### src/rtl/cp0_exc_sched.sv
// Exception/interrupt scheduler between the pipeline and CP0.
// Picks one event in IDLE, drains the pipeline, issues a single-cycle cop_op,
// redirects fetch, then resumes. Also hosts the COUNT/COMPARE timer.
module cp0_exc_sched #(
  parameter logic [31:0] EXC_ENTRY = 32'h80000180,
  parameter int unsigned DRAIN_MAX = 16
) (
  input  logic        clk,
  input  logic        rst,
  input  logic        syscall_req,
  input  logic        break_req,
  input  logic        eret_req,
  input  logic [31:0] req_pc,
  input  logic [5:0]  hard_int,
  input  logic [31:0] status,
  input  logic [1:0]  sw_int,
  input  logic        cmp_wr,
  input  logic [31:0] cmp_val,
  input  logic [31:0] cop_rdata,
  input  logic        drain_ack,
  output logic        stall_req,
  output logic [3:0]  cop_op,
  output logic [31:0] next_pc_o,
  output logic        redirect,
  output logic [31:0] redirect_pc,
  output logic        exc_ack,
  output logic        irq_taken,
  output logic [31:0] count
);

  localparam logic [3:0] COP_OP_NOP = 4'd0;
  localparam logic [3:0] COP_OP_SYS = 4'd1;
  localparam logic [3:0] COP_OP_BRK = 4'd2;
  localparam logic [3:0] COP_OP_RET = 4'd3;

  localparam logic [2:0] StIdle   = 3'd0;
  localparam logic [2:0] StDrain  = 3'd1;
  localparam logic [2:0] StEnter  = 3'd2;
  localparam logic [2:0] StRet    = 3'd3;
  localparam logic [2:0] StResume = 3'd4;

  localparam logic [1:0] KindSys  = 2'd0;
  localparam logic [1:0] KindBrk  = 2'd1;
  localparam logic [1:0] KindEret = 2'd2;
  localparam logic [1:0] KindInt  = 2'd3;

  localparam int unsigned CntW = $clog2(DRAIN_MAX + 1);
  localparam logic [CntW-1:0] CntLast = CntW'(DRAIN_MAX - 1);

  logic [2:0]      state_q, state_d;
  logic [1:0]      kind_q, kind_d;
  logic [31:0]     pc_q, pc_d;
  logic [CntW-1:0] cnt_q, cnt_d;
  logic [31:0]     count_q, compare_q, count_inc;
  logic            tip_q;
  logic [7:0]      int_vec;
  logic            int_pend;
  logic            unused_status;

  assign unused_status = ^{status[31:16], status[7:3]};

  // Timer interrupt shares line 7 with hard_int[5].
  assign int_vec  = {tip_q | hard_int[5], hard_int[4:0], sw_int};
  assign int_pend = (|(int_vec & status[15:8])) & status[0] & ~status[1] & ~status[2];

  assign count_inc = count_q + 32'd1;
  assign count     = count_q;

  // COUNT/COMPARE timer; a COMPARE write clears tip even if the match hits that cycle.
  always_ff @(posedge clk or posedge rst) begin
    if (rst) begin
      count_q   <= 32'd0;
      compare_q <= 32'hFFFF_FFFF;
      tip_q     <= 1'b0;
    end else begin
      count_q <= count_inc;
      if (cmp_wr) begin
        compare_q <= cmp_val;
        tip_q     <= 1'b0;
      end else if (count_inc == compare_q) begin
        tip_q <= 1'b1;
      end
    end
  end

  // Next-state: latch winner and pc in IDLE, count drain cycles.
  always_comb begin
    state_d = state_q;
    kind_d  = kind_q;
    pc_d    = pc_q;
    cnt_d   = cnt_q;
    case (state_q)
      StIdle: begin
        if (syscall_req || break_req || eret_req || int_pend) begin
          state_d = StDrain;
          cnt_d   = '0;
          pc_d    = req_pc;
          if (syscall_req)    kind_d = KindSys;
          else if (break_req) kind_d = KindBrk;
          else if (eret_req)  kind_d = KindEret;
          else                kind_d = KindInt;
        end
      end
      StDrain: begin
        if (drain_ack || (cnt_q == CntLast)) begin
          state_d = (kind_q == KindEret) ? StRet : StEnter;
        end else begin
          cnt_d = cnt_q + CntW'(1);
        end
      end
      StEnter, StRet: state_d = StResume;
      default:        state_d = StIdle;
    endcase
  end

  // State registers.
  always_ff @(posedge clk or posedge rst) begin
    if (rst) begin
      state_q <= StIdle;
      kind_q  <= KindSys;
      pc_q    <= 32'd0;
      cnt_q   <= '0;
    end else begin
      state_q <= state_d;
      kind_q  <= kind_d;
      pc_q    <= pc_d;
      cnt_q   <= cnt_d;
    end
  end

  // Outputs decoded from state; all idle values coincide with reset values.
  always_comb begin
    stall_req   = 1'b0;
    cop_op      = COP_OP_NOP;
    redirect    = 1'b0;
    redirect_pc = 32'd0;
    exc_ack     = 1'b0;
    irq_taken   = 1'b0;
    next_pc_o   = pc_q;
    case (state_q)
      StDrain: stall_req = 1'b1;
      StEnter: begin
        stall_req   = 1'b1;
        cop_op      = (kind_q == KindSys) ? COP_OP_SYS : COP_OP_BRK;
        redirect    = 1'b1;
        redirect_pc = EXC_ENTRY;
        exc_ack     = (kind_q != KindInt);
        irq_taken   = (kind_q == KindInt);
      end
      StRet: begin
        stall_req   = 1'b1;
        cop_op      = COP_OP_RET;
        redirect    = 1'b1;
        redirect_pc = cop_rdata;
        exc_ack     = 1'b1;
      end
      default: ;
    endcase
  end

endmodule

### config.mk
export PLATFORM = sky130hd
export DESIGN_NAME = cp0_exc_sched
export DESIGN_NICKNAME = d
export VERILOG_FILES = /design/src/rtl/cp0_exc_sched.sv
export SDC_FILE = /design/constraint.sdc
export NUM_CORES = 1
export LEC_CHECK = 0
export ABC_AREA = 1
export CAP_MARGIN = 20
export CORE_ASPECT_RATIO = 1.4
export CORE_UTILIZATION = 47
export DETAILED_ROUTE_END_ITERATION = 8
export PLACE_DENSITY = 0.92
export SLEW_MARGIN = 40
export SYNTH_ARGS = -nofsm -noshare
export SYNTH_HDL_FRONTEND = slang
export SYNTH_SLANG_ARGS = --single-unit
### constraint.sdc
create_clock -name clk -period 7.05 [get_ports clk]
set_input_delay 1.41 -clock clk [delete_from_list [all_inputs] [get_ports clk]]
set_output_delay 1.41 -clock clk [all_outputs]
set_load 0.05 [all_outputs]
# Word level (Yosys, flattened, before mapping)
# Index checks and enable logic that the tools add are counted.
dict set report word_totals {
  register_bits 107
  word_cells 60
  out_inout_bits 104
  in_bits 143
}
dict set report classes {
  n_bitwise 7
  n_reduce_logical 14
  eq_ne 11
  add_sub_neg 2
  n_mux 19
}
# cell count
set op_table {}
lappend op_table {{$pmux W32 S2} 1}
lappend op_table {{$add A32 B1 Y32 const B} 1}
lappend op_table {{$eq A32 B32 Y1} 1}
lappend op_table {{$mux W5} 2}
lappend op_table {{$pmux W5 S2} 1}
lappend op_table {{$pmux W3 S3} 1}
lappend op_table {{$and A8 B8 Y8} 1}
lappend op_table {{$ne A2 B2 Y1 const B} 4}
lappend op_table {{$reduce_or A8 Y1} 1}
lappend op_table {{$mux W1} 7}
lappend op_table {{$eq A3 B2 Y1 const B} 2}
lappend op_table {{$mux W2} 3}
lappend op_table {{$mux W3} 2}
lappend op_table {{$add A5 B1 Y5 const B} 1}
lappend op_table {{$eq A5 B4 Y1 const B} 1}
lappend op_table {{$eq A2 B2 Y1 const B} 2}
lappend op_table {{$logic_or A1 B1 Y1} 4}
lappend op_table {{$pmux W2 S2} 1}
lappend op_table {{$reduce_and A2 Y1} 2}
lappend op_table {{$reduce_bool A2 Y1} 2}
lappend op_table {{$and A1 B1 Y1} 3}
lappend op_table {{$eq A3 B1 Y1 const B} 1}
lappend op_table {{$logic_not A3 Y1} 1}
lappend op_table {{$reduce_and A3 Y1} 1}
lappend op_table {{other kinds (6)} 7}

# Logic depth before layout (Yosys ltp)
dict set report depth {
  depth_word 9
  mapped_depth 15
  mapped_depth_nobuf 15
}

# Worst setup path after synthesis
# No wires, ideal clock.
dict set report synth_timing {
  path_kind {input to output}
  from {in cop_rdata[31]}
  to {out redirect_pc[31]}
  n_path_buf 0
  slack_ns 3.113
  required_ns 5.640
  t_arrival_ns 2.527
  path_stages 2
  path_cell_list {inv_1 -> o21ai_0}
}
dict set report synth_via {
  elab_chain_len 1
}
# item line_no
set synth_lines {}
lappend synth_lines {{from (decl)} 19} ;# input logic [31:0] cop_rdata,
lappend synth_lines {{$pmux W32 S2} 140} ;# case (state_q)
lappend synth_lines {{to (decl)} 25} ;# output logic [31:0] redirect_pc,
# Every way passes these cells.

# Final worst setup path
dict set report layout_timing {
  from {in cop_rdata[11]}
  to {out redirect_pc[11]}
}
# Same word-level chain as after synthesis.

==> flow_summary.yaml <==
synth:
  synth.ff_latch_count: 107
  synth.largest_area_cell: "sky130_fd_sc_hd__dfrtp_1"
  synth-warning-count: 0
  post_synth.cell_area_avg_sq_um: 7.05
  yosys_top_cell_area_share_pct: 31.2
  synth.distinct_cells: 32
  netlist_area_sq_mm: 0.00601
  synth.area.top_cells: "sky130_fd_sc_hd__dfrtp_1, sky130_fd_sc_hd__nand2_1, sky130_fd_sc_hd__dfstp_2"
  synth_cells: 852
  seq_area_frac_synth_pct: 45.2
layout:
  layout_common_cells: "sky130_fd_sc_hd__nand2_1, sky130_fd_sc_hd__clkdlybuf4s50_1, sky130_fd_sc_hd__inv_1"
  final_common_cell: "sky130_fd_sc_hd__nand2_1"
  fill_cells: 965
  post_route_cells_drive_above_1_share_pct: 7.64
  multi_input_area_sq_mm: 0.00272
  finalNetCount: 1214
  ff_latch_area_sq_mm: 0.00272
  antenna_cells: 0
  flow.area_growth_from_synthesis_pct: 44.1
clock_network:
  post_cts_setup_buffer_count: 0
  cts_max_level: 3
  cts_inserted_buffers: 9
  clk_path_buf_depth: 2
  cts_hold_buffers: 0
  clk_root_buffer_cell: "sky130_fd_sc_hd__clkbuf_16"
  insertion_delay_ns: 0.35
  post_cts_resized: 0
  tritoncts_clock_tree: "built"
  path_clk_slew_ns: 0.07
  numClockSinks: 107
timing:
  setup_violations: 0
  tightest_slew_ns: 0.598
  worst_slack_ns: 2.73
  hold-worst-slack_ns: 0.471
  rsz0062_at_grt: "false"
  timing.fmax_ghz: 0.232
  period_minus_slack_ns: 4.32
  hold_viol: 0
  final.period_utilization_pct: 61.2
  finalMaxSlewViolations: 0
  clock_skew_ns: 0.00790
  relSlewSlack_pct: 60.1
  post_route_setup_tns_ns: 0
global_route:
  grt_start_max_net_pins: 67
  grt_antenna_before_repair: 0
  globalRouteTotalUtil_pct: 27.1
  grt.overflow.total: 0
  first_pass_grt_wire_length_um: 28100
  vias_in_the_first_global_route: 5999
setup_path:
  startpoint_type: "input port"
  critical_path.cell_chain: "clkdlybuf4s50_1 -> inv_1 -> nor2_1 -> clkdlybuf4s50_1"
  critPathBufInv: 3
  path_delay_family: "buffers and inverters"
  timing_worst_setup_path_type: "input port to output port"
  timing.critical_path.mode_cell: "sky130_fd_sc_hd__clkdlybuf4s50_1"
  worst_ep_arrival_time_ns: 2.91
  crit_slowest_cell: "sky130_fd_sc_hd__clkdlybuf4s50_1"
  cp.required_ns: 5.64
  critical_path.max_stage_delay_ns: 0.84
  worst_path_max_fanout: 1
  reg2reg_setup_slack_ns: 4.64
  worstSetupEndpointType: "output port"
route:
  detail-route-antenna-nets: 0
  avgViaCountPerCell: 5.06
  drcViolationCount: 0
  post_drt_wl_per_cell_um: 14.3
  detail_route.iter0.violations: 221
  route.final.wire_length_um: 17500
  detailed_routing_iteration_count_for_the_pre_antenna_repair_pass: 6
  num_vias: 6190
power_and_ir_drop:
  power_leakage_nw: 4.17
  ir_worst_vdd_mv: 0.310
  cellPowerDensity_mw_per_mm2: 300
die:
  dieHeight_um: 136
  coreArea_sq_mm: 0.0124
  std_cell_rows: 48
  die_area_sq_mm: 0.0132
  boundaryPins: 247
  die_x_um: 97.5
  start_util_pct: 48.6
place:
  routabilityCongestion: 0.930
  io_buffers: 223
  detailed_place_hpwl_um: 13500
  pre_cts_ws_ns: 2.74
status:
  status: "completed"
run:
  drv.max_cap_violation_count: 0
worst_hold_path:
  min_path_type: "register to register"
-- cells in the mapped netlist --
library cell / count
sky130_fd_sc_hd__nand3b_1: 2
sky130_fd_sc_hd__ha_1: 3
sky130_fd_sc_hd__nand4_1: 1
sky130_fd_sc_hd__buf_4: 2
sky130_fd_sc_hd__mux2_2: 2
sky130_fd_sc_hd__a22o_1: 2
sky130_fd_sc_hd__nand2_1: 297
sky130_fd_sc_hd__nand3_2: 3
sky130_fd_sc_hd__a21oi_1: 3
sky130_fd_sc_hd__nor2_2: 3
sky130_fd_sc_hd__buf_6: 1
sky130_fd_sc_hd__o31ai_1: 4
sky130_fd_sc_hd__dfrtp_1: 75
sky130_fd_sc_hd__o21ai_0: 44
sky130_fd_sc_hd__inv_1: 124
sky130_fd_sc_hd__o21ai_1: 1
sky130_fd_sc_hd__nor2_4: 8
sky130_fd_sc_hd__nand3_1: 100
sky130_fd_sc_hd__xor2_1: 8
sky130_fd_sc_hd__xnor2_1: 3
sky130_fd_sc_hd__clkbuf_1: 17
sky130_fd_sc_hd__dfstp_2: 32
sky130_fd_sc_hd__nor3_1: 4
sky130_fd_sc_hd__nor2_8: 1
sky130_fd_sc_hd__conb_1: 1
sky130_fd_sc_hd__nand2_2: 9
sky130_fd_sc_hd__a21oi_2: 1
sky130_fd_sc_hd__and2_1: 1
sky130_fd_sc_hd__nor2_1: 93
sky130_fd_sc_hd__nor3b_1: 1
sky130_fd_sc_hd__buf_2: 4
sky130_fd_sc_hd__nand2_4: 2
-- final timing paths --
kind,cells after the start,endpoint,startpoint
setup reg to reg,13,tip_q,count[0]
setup / recovery,4,redirect_pc[11],cop_rdata[11]
max in group asynchronous,3,count[28],rst
hold reg to reg,2,next_pc_o[0],next_pc_o[0]
hold / removal,2,next_pc_o[0],next_pc_o[0]
min in group asynchronous,2,next_pc_o[21],rst
-- per-stage QoR --
stage	utilization, %	instance area (sq um)	power [mW]	cells
floorplan	-	6010	1.66	853
detailed placement	67.6	8360	2.10	1207
global placement	67.6	8360	2.08	1207
global route	70.0	8650	2.74	1223
CTS	69.9	8650	2.61	1223
finish	70.0	8650	2.60	1223
-- worst min-delay path: stages (launching register included) --
cell	delay (ns)
sky130_fd_sc_hd__dfrtp_1	0.34
sky130_fd_sc_hd__nand2_1	0.05
sky130_fd_sc_hd__nand2_1	0.05
-- final cells by class --
class | instances | area share [%]
multi-input cells | 598 | 31.5
clock inverters | 4 | 0.593
clock buffers | 12 | 2.73
repair buffers | 228 | 26.2
inverters | 124 | 5.41
well taps | 150 | 2.17
flip-flops and latches | 107 | 31.4
-- sequential cells by signal (all words and copies together), names as in the netlist --
| register | flops |
|---|---|
| tip_q | 1 |
| count | 32 |
| cnt_q | 5 |
| kind_q | 2 |
| state_q | 3 |
| compare_q | 32 |
| next_pc_o | 32 |
-- routing by layer --
layer | GRT usage (%) | part of all wire (%)
met2 | 48.7 | 52
met5 | 0 | 0
met3 | 5.93 | 6.1
met1 | 28.6 | 36
met4 | 17.2 | 5.8
-- power by group --
| group | leakage, nW | total, mW | switching (mW) | internal, mW |
|---|---|---|---|---|
| sequential | 1.31 | 0.834 | 0.0780 | 0.756 |
| clock | 0.137 | 0.503 | 0.226 | 0.276 |
| combinational | 2.73 | 1.26 | 0.848 | 0.412 |
| total | 4.17 | 2.60 | 1.15 | 1.44 |
-- logic make-up after synthesis --
family	synth area share (%)
AOI/OAI and AO/OA	4.94
xor gates and xnor gates	1.60
adders and majority gates	0.625
buffers and inverters	9.58
DFF	45.2
muxes	0.375
other	0.0624
and+or+nand+nor	37.6
Power figures use the tool's default switching activity.
